`src/rtl/multicycle_control_unit_if.sv`:
```
// rtl/multicycle_control_unit_if.sv - control unit <-> datapath bundle; MCU_ILLEGAL_TRAP_EN adds illegal_op
interface multicycle_control_unit_if #(
  parameter int OPCODE_WIDTH = 3,
  parameter int ALUOP_WIDTH  = 2
);
  logic [OPCODE_WIDTH-1:0] opcode;
  logic                    mem_ready;
  logic                    zero;
  logic                    signal_regdst;
  logic                    signal_regwrite;
  logic                    signal_alusrc;
  logic                    signal_memread;
  logic                    signal_memwrite;
  logic                    signal_memtoreg;
  logic                    signal_branch;
  logic [ALUOP_WIDTH-1:0]  signal_aluop;
  logic                    signal_pcwrite;
  logic [1:0]              signal_pcsrc;
  logic                    signal_irwrite;
  logic                    mem_fault;
  logic                    busy;
`ifdef MCU_ILLEGAL_TRAP_EN
  logic                    illegal_op;
`endif

  modport master (
    input  opcode, mem_ready, zero,
    output
`ifdef MCU_ILLEGAL_TRAP_EN
           illegal_op,
`endif
           signal_regdst, signal_regwrite, signal_alusrc, signal_memread,
           signal_memwrite, signal_memtoreg, signal_branch, signal_aluop,
           signal_pcwrite, signal_pcsrc, signal_irwrite, mem_fault, busy
  );

  modport slave (
    output opcode, mem_ready, zero,
    input
`ifdef MCU_ILLEGAL_TRAP_EN
           illegal_op,
`endif
           signal_regdst, signal_regwrite, signal_alusrc, signal_memread,
           signal_memwrite, signal_memtoreg, signal_branch, signal_aluop,
           signal_pcwrite, signal_pcsrc, signal_irwrite, mem_fault, busy
  );
endinterface

```
`src/rtl/multicycle_control_unit.sv`:
```
// rtl/multicycle_control_unit.sv - multi-cycle FETCH/DECODE/EXEC/MEM/WB control FSM; MCU_ILLEGAL_TRAP_EN adds TRAP state
module multicycle_control_unit #(
  parameter int OPCODE_WIDTH = 3,
  parameter int ALUOP_WIDTH  = 2,
  parameter int MEM_TIMEOUT  = 15
) (
  input  logic                         clock,
  input  logic                         reset_n,
  multicycle_control_unit_if.master    bus
);
  localparam int CNT_W = (MEM_TIMEOUT < 1) ? 1 : $clog2(MEM_TIMEOUT + 1);
  localparam logic [CNT_W-1:0] TIMEOUT_VAL = CNT_W'(MEM_TIMEOUT);

  localparam logic [OPCODE_WIDTH-1:0] OP_RTYPE = OPCODE_WIDTH'(0);
  localparam logic [OPCODE_WIDTH-1:0] OP_LOAD  = OPCODE_WIDTH'(1);
  localparam logic [OPCODE_WIDTH-1:0] OP_STORE = OPCODE_WIDTH'(2);
  localparam logic [OPCODE_WIDTH-1:0] OP_BEQ   = OPCODE_WIDTH'(3);
  localparam logic [OPCODE_WIDTH-1:0] OP_ADDI  = OPCODE_WIDTH'(4);
  localparam logic [OPCODE_WIDTH-1:0] OP_JUMP  = OPCODE_WIDTH'(5);

  localparam logic [ALUOP_WIDTH-1:0] ALU_SUB   = ALUOP_WIDTH'(1);
  localparam logic [ALUOP_WIDTH-1:0] ALU_FUNCT = ALUOP_WIDTH'(2);

  localparam logic [1:0] PC_BRANCH = 2'b01;
  localparam logic [1:0] PC_JUMP   = 2'b10;

  typedef enum logic [2:0] {
    S_FETCH, S_DECODE, S_EXEC, S_MEM, S_WB
`ifdef MCU_ILLEGAL_TRAP_EN
    , S_TRAP
`endif
  } state_t;

  state_t                  state;
  state_t                  state_next;
  logic [OPCODE_WIDTH-1:0] opcode_q;
  logic [CNT_W-1:0]        stall_cnt;
  logic                    mem_fault_q;
  logic                    waiting;
  logic                    timeout;
  logic                    illegal;

  assign illegal = (bus.opcode > OP_JUMP);
  assign waiting = ((state == S_FETCH) || (state == S_MEM)) && !bus.mem_ready;
  // A ready on the timeout cycle wins: waiting is already false then.
  assign timeout = (MEM_TIMEOUT != 0) && waiting && (stall_cnt == TIMEOUT_VAL);

  always_ff @(posedge clock or negedge reset_n) begin
    if (!reset_n) begin
      state       <= S_FETCH;
      opcode_q    <= '0;
      stall_cnt   <= '0;
      mem_fault_q <= 1'b0;
    end else begin
      state       <= state_next;
      mem_fault_q <= timeout;
      if (state == S_DECODE) begin
        opcode_q <= bus.opcode;
      end
      if ((state_next != state) || !waiting || timeout) begin
        stall_cnt <= '0;
      end else begin
        stall_cnt <= stall_cnt + CNT_W'(1);
      end
    end
  end

  always_comb begin
    state_next          = state;
    bus.signal_regdst   = 1'b0;
    bus.signal_regwrite = 1'b0;
    bus.signal_alusrc   = 1'b0;
    bus.signal_memread  = 1'b0;
    bus.signal_memwrite = 1'b0;
    bus.signal_memtoreg = 1'b0;
    bus.signal_branch   = 1'b0;
    bus.signal_aluop    = '0;
    bus.signal_pcwrite  = 1'b0;
    bus.signal_pcsrc    = 2'b00;
    bus.signal_irwrite  = 1'b0;
`ifdef MCU_ILLEGAL_TRAP_EN
    bus.illegal_op      = 1'b0;
`endif
    case (state)
      S_FETCH: begin
        bus.signal_memread = 1'b1;
        // Strobes are masked while reset is held so nothing is written during reset.
        if (bus.mem_ready) begin
          bus.signal_irwrite = reset_n;
          bus.signal_pcwrite = reset_n;
          state_next         = S_DECODE;
        end
      end
      S_DECODE: begin
        if (illegal) begin
`ifdef MCU_ILLEGAL_TRAP_EN
          state_next = S_TRAP;
`else
          state_next = S_FETCH;
`endif
        end else begin
          state_next = S_EXEC;
        end
      end
      S_EXEC: begin
        case (opcode_q)
          OP_RTYPE: begin
            bus.signal_aluop = ALU_FUNCT;
            state_next       = S_WB;
          end
          OP_ADDI: begin
            bus.signal_alusrc = 1'b1;
            state_next        = S_WB;
          end
          OP_LOAD, OP_STORE: begin
            bus.signal_alusrc = 1'b1;
            state_next        = S_MEM;
          end
          OP_BEQ: begin
            bus.signal_aluop   = ALU_SUB;
            bus.signal_branch  = 1'b1;
            bus.signal_pcsrc   = PC_BRANCH;
            bus.signal_pcwrite = bus.zero;
            state_next         = S_FETCH;
          end
          OP_JUMP: begin
            bus.signal_pcwrite = 1'b1;
            bus.signal_pcsrc   = PC_JUMP;
            state_next         = S_FETCH;
          end
          default: state_next = S_FETCH;
        endcase
      end
      S_MEM: begin
        bus.signal_memread  = (opcode_q == OP_LOAD);
        bus.signal_memwrite = (opcode_q == OP_STORE);
        if (bus.mem_ready) begin
          state_next = (opcode_q == OP_LOAD) ? S_WB : S_FETCH;
        end else if (timeout) begin
          state_next = S_FETCH;
        end
      end
      S_WB: begin
        bus.signal_regwrite = 1'b1;
        bus.signal_regdst   = (opcode_q == OP_RTYPE);
        bus.signal_memtoreg = (opcode_q == OP_LOAD);
        state_next          = S_FETCH;
      end
`ifdef MCU_ILLEGAL_TRAP_EN
      S_TRAP: begin
        bus.illegal_op = 1'b1;
      end
`endif
      default: state_next = S_FETCH;
    endcase
  end

  assign bus.busy      = (state != S_FETCH);
  assign bus.mem_fault = mem_fault_q;
endmodule

```
`src/flat_wrapper.sv`:
```
// flat-port wrapper written by rule: the top's interface ports become plain ports
module multicycle_control_unit_flat 
#(
  parameter int OPCODE_WIDTH = 3,
  parameter int ALUOP_WIDTH  = 2,
  parameter int MEM_TIMEOUT  = 15
)
  (clock, reset_n, bus_opcode, bus_mem_ready, bus_zero, bus_signal_regdst, bus_signal_regwrite, bus_signal_alusrc, bus_signal_memread, bus_signal_memwrite, bus_signal_memtoreg, bus_signal_branch, bus_signal_aluop, bus_signal_pcwrite, bus_signal_pcsrc, bus_signal_irwrite, bus_mem_fault, bus_busy);
  multicycle_control_unit_if #(.OPCODE_WIDTH(OPCODE_WIDTH), .ALUOP_WIDTH(ALUOP_WIDTH)) bus_i ();
  input  logic clock;
  input  logic reset_n;
  input wire logic [$bits(bus_i.opcode)-1:0] bus_opcode;
  input wire logic [$bits(bus_i.mem_ready)-1:0] bus_mem_ready;
  input wire logic [$bits(bus_i.zero)-1:0] bus_zero;
  output wire logic [$bits(bus_i.signal_regdst)-1:0] bus_signal_regdst;
  output wire logic [$bits(bus_i.signal_regwrite)-1:0] bus_signal_regwrite;
  output wire logic [$bits(bus_i.signal_alusrc)-1:0] bus_signal_alusrc;
  output wire logic [$bits(bus_i.signal_memread)-1:0] bus_signal_memread;
  output wire logic [$bits(bus_i.signal_memwrite)-1:0] bus_signal_memwrite;
  output wire logic [$bits(bus_i.signal_memtoreg)-1:0] bus_signal_memtoreg;
  output wire logic [$bits(bus_i.signal_branch)-1:0] bus_signal_branch;
  output wire logic [$bits(bus_i.signal_aluop)-1:0] bus_signal_aluop;
  output wire logic [$bits(bus_i.signal_pcwrite)-1:0] bus_signal_pcwrite;
  output wire logic [$bits(bus_i.signal_pcsrc)-1:0] bus_signal_pcsrc;
  output wire logic [$bits(bus_i.signal_irwrite)-1:0] bus_signal_irwrite;
  output wire logic [$bits(bus_i.mem_fault)-1:0] bus_mem_fault;
  output wire logic [$bits(bus_i.busy)-1:0] bus_busy;
  assign bus_i.opcode = bus_opcode;
  assign bus_i.mem_ready = bus_mem_ready;
  assign bus_i.zero = bus_zero;
  assign bus_signal_regdst = bus_i.signal_regdst;
  assign bus_signal_regwrite = bus_i.signal_regwrite;
  assign bus_signal_alusrc = bus_i.signal_alusrc;
  assign bus_signal_memread = bus_i.signal_memread;
  assign bus_signal_memwrite = bus_i.signal_memwrite;
  assign bus_signal_memtoreg = bus_i.signal_memtoreg;
  assign bus_signal_branch = bus_i.signal_branch;
  assign bus_signal_aluop = bus_i.signal_aluop;
  assign bus_signal_pcwrite = bus_i.signal_pcwrite;
  assign bus_signal_pcsrc = bus_i.signal_pcsrc;
  assign bus_signal_irwrite = bus_i.signal_irwrite;
  assign bus_mem_fault = bus_i.mem_fault;
  assign bus_busy = bus_i.busy;
  multicycle_control_unit #(.OPCODE_WIDTH(OPCODE_WIDTH), .ALUOP_WIDTH(ALUOP_WIDTH), .MEM_TIMEOUT(MEM_TIMEOUT)) u_core (.clock(clock), .reset_n(reset_n), .bus(bus_i));
endmodule
```
`config.mk`:
```
export PLATFORM = sky130hd
export DESIGN_NAME = multicycle_control_unit_flat
export DESIGN_NICKNAME = d
export VERILOG_FILES = /design/src/rtl/multicycle_control_unit_if.sv /design/src/rtl/multicycle_control_unit.sv /design/src/flat_wrapper.sv
export SDC_FILE = /design/constraint.sdc
export NUM_CORES = 1
export LEC_CHECK = 0
export CORE_MARGIN = 2
export CORE_UTILIZATION = 39
export DETAILED_ROUTE_END_ITERATION = 8
export PLACE_DENSITY = 0.68
export SYNTH_ARGS = -nofsm -noshare
export SYNTH_HDL_FRONTEND = slang
export SYNTH_SLANG_ARGS = --single-unit
```
`constraint.sdc`:
```
create_clock -name clock -period 1.7 [get_ports clock]
set_clock_uncertainty 0.2 [all_clocks]
set_input_delay 0.425 -clock clock [delete_from_list [all_inputs] [get_ports clock]]
set_output_delay 0.425 -clock clock [all_outputs]
set_load 0.01 [all_outputs]
```
## Yosys cells after proc, flatten, opt, wreduce, memory -nomap -nowiden

Index checks and enable logic that the tools add are counted.

- Input bits: 7
- Register bits: 11
- Word-level logic and storage cells: 55
- Output and inout port bits: 15

- $add $sub $neg: 1
- Muxes and demuxes: 25
- Equal/unequal tests: 11
- $lt $le $gt $ge: 1
- Reductions and logical operators: 13

Operators by type and width:

| operator | count |
|---|---|
| $eq A3 B2 Y1 const B | 4 |
| $mux W3 | 4 |
| $pmux W3 S4 | 1 |
| $mux W1 | 10 |
| $eq A3 B3 Y1 const B | 3 |
| $pmux W2 S2 | 2 |
| $eq A3 B1 Y1 const B | 2 |
| $logic_not A3 Y1 | 2 |
| $mux W2 | 3 |
| $pmux W1 S2 | 3 |
| $pmux W3 S2 | 1 |
| $add A4 B1 Y4 const B | 1 |
| $eq A4 B4 Y1 const B | 1 |
| $mux W4 | 1 |
| $reduce_or A2 Y1 | 2 |
| $gt A3 B3 Y1 const B | 1 |
| $logic_or A1 B1 Y1 | 3 |
| $ne A3 B3 Y1 | 1 |
| $reduce_bool A3 Y1 | 1 |
| $reduce_or A3 Y1 | 1 |
| $logic_and A1 B1 Y1 | 2 |
| $logic_not A1 Y1 | 2 |

## Longest topological paths before layout

Gate-level depths: netlist (run 1).

- Word-level depth: 11
- Depth in mapped cells: 4
- Gate-level depth less buffers: 4

## Worst setup path after synthesis (run 1)

No wires, ideal clock.

- Path type: reg-to-output
- Start: register u_core.state[0]
- End: output bus_signal_regdst
- Cell stages (with the launch flop): 5
- Data arrival time: 1383 ps
- Data required time: 1075 ps
- Setup slack: -308 ps
- Cell sequence: dfrtp_1 buf_6 or2_1 nor2_1 nor4b_1

- Cells in the longest elaborated chain, start to end: 2

Ends and longest elaborated chain:

| item | RTL line | source |
|---|---|---|
| start, declared | multicycle_control_unit.sv:34 | `state_t state;` |
| start signal, assigned | multicycle_control_unit.sv:55 | `state <= state_next;` |
| $eq A3 B3 Y1 | multicycle_control_unit.sv:84 | `case (state)` |
| $mux W1 | multicycle_control_unit.sv:84 |  |
| end, declared | flat_wrapper.sv:15 | `output wire logic [$bits(bus_i.signal_regdst)-1:0] bus_signal_regdst;` |

No other way between the ends.

## Final worst setup path (run 1)

- Start: register u_core.state[2]
- End: output bus_signal_aluop[1]

- Cells in the longest elaborated chain, start to end: 2

Ends and longest elaborated chain:

| item | RTL line | source |
|---|---|---|
| $eq A3 B2 Y1 | multicycle_control_unit.sv:84 |  |
| $mux W2 | multicycle_control_unit.sv:84 |  |
| end, declared | flat_wrapper.sv:22 | `output wire logic [$bits(bus_i.signal_aluop)-1:0] bus_signal_aluop;` |

No other way between the ends.

==> results of run 1 <==
## sequential cells by signal, indices dropped and copies added (netlist names)
| register | cells |
|---|---|
| u_core.stall_cnt | 4 |
| u_core.opcode_q | 3 |
| u_core.state | 3 |
| u_core.bus.mem_fault | 1 |
## layout make-up
| cell class | instances | share of cell area |
|---|---|---|
| clock buffers | 4 | 0.01932 |
| inverters | 2 | 0.005520 |
| flip-flops and latches | 11 | 0.2070 |
| multi-input cells | 51 | 0.3947 |
| well taps | 17 | 0.01564 |
| repair buffers | 59 | 0.3579 |
## synthesized netlist by cell type (2+ instances only)
master / count / area share
nand2_1: 4 / 0.022
nand3_1: 2 / 0.015
mux2_2: 3 / 0.050
a21oi_1: 2 / 0.015
nor2b_1: 3 / 0.028
xnor2_1: 2 / 0.026
dfrtp_1: 11 / 0.41
nor2_1: 5 / 0.028
nor4b_1: 4 / 0.052
clkbuf_1: 2 / 0.011
nor3b_1: 5 / 0.056
and3_1: 4 / 0.037
inv_1: 2 / 0.011
a31oi_1: 2 / 0.019
## layout by cell type (no fill, tap or decap), types with 2 or more instances in the layout
master	instances
nor2b_4	2
nor3b_4	2
and3_4	3
xnor2_1	2
dlygate4sd2_1	3
buf_6	14
nand2_1	3
a31oi_1	2
dfrtp_2	5
clkdlybuf4s50_1	4
clkbuf_4	3
buf_4	29
nor2_4	2
mux2_2	2
buf_2	9
nor2_1	3
dfrtp_1	6
nor3b_2	3
nor4b_4	2
## cell families (layout without fill, tap and decap cells)
group | Yosys count | after routing | synth area share
and+or+nand+nor | 31 | 31 | 0.2852
adders and majority gates | 1 | 1 | 0.01852
buffers and inverters | 7 | 65 | 0.05741
xor gates and xnor gates | 2 | 2 | 0.02593
muxes | 3 | 3 | 0.05000
AOI/OAI and AO/OA | 14 | 14 | 0.1556
DFF | 11 | 11 | 0.4074
## power breakdown
part	leakage (nW)	internal, W	switching (W)
Sequential	0.137	0.000352	0.000151
Combinational	0.490	0.000938	0.000639
Clock	0.0150	0.0000908	0.0000824
## what timing repair did
| action | 4_1_cts | 5_1_grt |
|---|---|---|
| endpoints found under the setup margin | 19 | 20 |
| hold buffers | 0 | 0 |
| resized for setup | 90 | 11 |
| setup buffers | 11 | 5 |
| pin swaps | 15 | 4 |
| gates cloned | 0 | 0 |
## per-stage QoR
step	hold WS (ns)	utilization
2_1_floorplan	-0.07059	-
3_3_place_gp	0.2777	0.6659
3_5_place_dp	0.3025	0.6659
4_1_cts	0.01836	0.7573
5_1_grt	0.01551	0.8142
6_report	0.02581	0.8142
## metal layers
metal / GRT usage / wire, um
met5: 0 / 0
met3: 0.03175 / 91
met1: 0.2793 / 927
met2: 0.3887 / 1307
met4: 0.1294 / 86
## path summary, 6_finish.rpt
check | endpoint | cells after the start | slack [ns] | startpoint
setup / recovery | bus_signal_aluop[1] | 4 | -0.42 | u_core.state[2]
hold / removal | u_core.stall_cnt[1] | 2 | 0.03 | reset_n
setup reg to reg | u_core.state[0] | 5 | -0.14 | u_core.state[2]
hold reg to reg | u_core.stall_cnt[0] | 1 | 0.32 | u_core.stall_cnt[0]
max in group asynchronous | u_core.state[1] | 2 | 1.11 | reset_n
min in group clock | u_core.stall_cnt[0] | 1 | 0.32 | u_core.stall_cnt[0]
==> out/metrics.yaml, run 1 <==
start_util: 0.4045
crit_buf_inv: 2
synth_ff_type: "dfrtp_1"
ys_seq_area_frac: 0.4074
synth_edf_count: 0
cts_buffer_depth: 2
yosys_warnings: 0
cp-start-kind: "register"
worst_slack_ns: -0.4214
num-fill-cells: 108
fin_cells: 144
multi_input_area_sq_um: 536.8
fin_tns_setup_ns: -4.551
tightest_slew_ns: 0.2825
wl_um: 2412
path_clk_slew_ns: 0.07
track_usage: 0.2308
min_path_type: "in -> async"
synth-seq-cells: 11
wl_per_cell_um: 16.75
fin_total_pwr_w: 0.002253
clock_latency_ns: 0.27
fp.dieW_um: 45.62
ant_nets: 0
report.final.slew_viol_count: 0
ys_types: 32
drv_cap: 0
timing.final.crit_share: 1.248
fmax_ghz: 0.4714
status: "finished, violations left"
core_area_sq_mm: 0.001670
area_growth_pct: 101.3
syn_avg_cell_area_sq_um: 9.792
p_leak_nw: 0.6423
vias: 806
grt_pass1_vias: 777
violations: "setup timing"
synth_area_sq_um: 675.6
rows: 15
path_delay_family: "flip-flops"
syn_nets: 77
cts_htree_levels: 1
clock-sinks: 11
crit_arrival_ns: 1.50
grt_pass1_wl_um: 3422
design_area_sq_mm: 0.001360
layout.nets: 136
drive_gt1_frac: 0.7244
dpl_worst_slack_ns: -0.7097
grt_max_degree: 12
cts_tree: "done"
peakVddDrop_uv: 1033
die_y_um: 45.62
min_period_ns: 2.121
drcViolationCount: 0
grt_remaining_overflow: 0
netlist_instances: 69
antenna_cells: 0
cts_root_buffer: "clkbuf_4"
maxSlewHeadroom: 0.8103
cp.required_ns: 1.07
setup_viol: 16
drtIter0Drc: 1
regArea_sq_um: 281.5
dpl_cell_area_sq_mm: 0.001112
io_pins: 22
crit_fanout: 4
crit_path_end_kind: "output pin"
numCtsBuffers: 3
vias_per_cell: 5.597
ys_async_sr_fraction: 1.000
hold_violations: 0
grt_antenna_before_repair: 0
dp.cells: 124
drtPass1Iterations: 4
rsz0062_at_grt: "yes"
die_area_sq_mm: 0.002081
p_per_area_mw_per_mm2: 1657
crit_path_top_delay_cell: "dfrtp_2"
path_cells: "nor3b_4 > buf_4 > nor4b_4 > buf_2"
critPathKind: "reg -> out"
io_buffers: 21
routabilityCongestion: 0.7904
hpwl_um: 1368
cpPeakStageDelay_ns: 0.45
No activity file was read; power rests on OpenSTA's default activity.
==> inputs of run 2 (changes only) <==
--- a/config.mk
+++ b/config.mk
@@ -8,6 +8,7 @@
 export CORE_MARGIN = 2
 export CORE_UTILIZATION = 39
 export DETAILED_ROUTE_END_ITERATION = 8
+export MAX_ROUTING_LAYER = met4
 export PLACE_DENSITY = 0.68
 export SYNTH_ARGS = -nofsm -noshare
 export SYNTH_HDL_FRONTEND = slang
==> out/metrics.yaml, run 2 (synthesis gave the netlist of run 1 again) <==
crit_fanout: 4  # unchanged
final_util: 0.8142  # unchanged
p_per_area_mw_per_mm2: 1655  # -0.13%
peakVddDrop_uv: 1031  # -0.19%
grt_pass1_vias: 777  # unchanged
core_area_sq_mm: 0.001670  # unchanged
grt_max_degree: 12  # unchanged
most-common-layout-cells: "buf_4 (29), buf_6 (14), buf_2 (9), dfrtp_1 (6), dfrtp_2 (5)"
die_y_um: 45.62  # unchanged
io_buffers: 21  # unchanged
setup_viol: 16  # unchanged
regMostFlops: "u_core.stall_cnt"
fmax_ghz: 0.4710  # about the same
report.final.slew_viol_count: 0  # unchanged
min_path_type: "in -> async"
layout.nets: 136  # unchanged
cts_tree: "done"
num-fill-cells: 108  # unchanged
fin_cells: 144  # unchanged
timing.final.crit_share: 1.249  # about the same
rows: 15  # unchanged
drive_gt1_frac: 0.7244  # unchanged
path_clk_slew_ns: 0.07  # about the same
cts_buffer_depth: 2  # unchanged
clock_latency_ns: 0.27  # about the same
grt_antenna_before_repair: 0  # unchanged
worst_slack_ns: -0.4230  # -0.001578 ns
crit_arrival_ns: 1.50  # about the same
min_period_ns: 2.123  # +0.001578 ns
fin_total_pwr_w: 0.002250  # -0.13%
status: "finished, violations left"
cp.required_ns: 1.07  # about the same
drtPass1Iterations: 2  # -2
dpl_worst_slack_ns: -0.7097  # unchanged
vias: 807  # +0.12%
largestRegisters: "u_core.stall_cnt x4, u_core.opcode_q x3, u_core.state x3"
hold_buffers: 0  # unchanged
wl_um: 2395  # -0.70%
clock-sinks: 11  # unchanged
ant_nets: 0  # unchanged
die_area_sq_mm: 0.002081  # unchanged
rsz0062_at_grt: "yes"
drcViolationCount: 0  # unchanged
area_growth_pct: 101.3  # unchanged
start_util: 0.4045  # unchanged
cts_htree_levels: 1  # unchanged
largest_reg_flops: 4  # unchanged
antenna_cells: 0  # unchanged
tightest_slew_ns: 0.2819  # -0.0006412 ns
io_pins: 22  # unchanged
drtIter0Drc: 7  # +6
p_leak_nw: 0.6423  # unchanged
hold_violations: 0  # unchanged
fp.dieW_um: 45.62  # unchanged
numCtsBuffers: 3  # unchanged
drv_cap: 0  # unchanged
grt_pass1_wl_um: 3422  # unchanged
vias_per_cell: 5.604  # +0.12%
hpwl_um: 1368  # unchanged
routabilityCongestion: 0.8015  # +1.4%
wl_per_cell_um: 16.63  # -0.70%
dp.cells: 124  # unchanged
critPathKind: "reg -> out"
violations: "setup timing"
cp-start-kind: "register"
design_area_sq_mm: 0.001360  # unchanged
track_usage: 0.2377  # +0.006858
final_common_cell: "buf_4"
grt_remaining_overflow: 0  # unchanged
dpl_cell_area_sq_mm: 0.001112  # unchanged
cts_root_buffer: "clkbuf_4"
maxSlewHeadroom: 0.8107  # about the same
crit_path_end_kind: "output pin"
==> run 2: cell counts in the layout (fill, tap and decap cells not counted) <==
Identical to the previous run, type by type.
==> run 2: area by class of cell <==
| type | instances | area [sq um] | share of cell area |
|---|---|---|---|
| flip-flops and latches | 11 | 281.5 | 0.2070 |
| multi-input cells | 51 | 536.8 | 0.3947 |
| inverters | 2 | 7.507 | 0.005520 |
| repair buffers | 59 | 486.7 | 0.3579 |
| well taps | 17 | 21.27 | 0.01564 |
| clock buffers | 4 | 26.28 | 0.01932 |
==> run 2: path summary, 6_finish.rpt <==
path                                     startpoint                   to  slack [ns]  cells after the start
worst min register to register  u_core.stall_cnt[0]  u_core.stall_cnt[0]        0.32                      1
worst min-delay path                        reset_n  u_core.stall_cnt[1]        0.02                      2
min in group clock              u_core.stall_cnt[0]  u_core.stall_cnt[0]        0.32                      1
max in group asynchronous                   reset_n      u_core.state[1]        1.11                      2
worst max register to register      u_core.state[2]      u_core.state[0]       -0.14                      5
worst max-delay path                u_core.state[2]  bus_signal_aluop[1]       -0.42                      4
==> run 2: per-stage QoR <==
stage | TNS, ns | hold WS [ns]
floorplan | -0.06708 | -0.07059
global placement | -6.917 | 0.2777
detailed placement | -7.207 | 0.3025
CTS | -4.133 | 0.01836
global route | -5.557 | 0.01551
finish | -4.542 | 0.02365
==> run 2: where the power goes <==
| part | total [W] | internal (W) | switching, W |
|---|---|---|---|
| Clock | 0.000174 | 0.0000908 | 0.0000828 |
| Combinational | 0.00158 | 0.000938 | 0.000640 |
| Sequential | 0.000498 | 0.000352 | 0.000146 |
| Total | 0.00225 | 0.00138 | 0.000869 |
==> run 2: repair_timing <==
item,CTS,global route
setup buffers,11,5
resized for setup,90,11
setup endpoints to repair,19,20
pin swaps,15,4
==> run 2: critical path, stage by stage, from the launching register on <==
cell and delay [ns]:
dfrtp_2 0.45, nor3b_4 0.24, buf_4 0.16, nor4b_4 0.20
buf_2 0.18
==> run 2: metal layers <==
layer	GRT usage	part of all wire	vias up
li1	-	-	373
met1	0.2793	0.38	402
met2	0.3887	0.54	21
met3	0.03175	0.037	11
met4	0.1294	0.045	0
met5	-	0	-
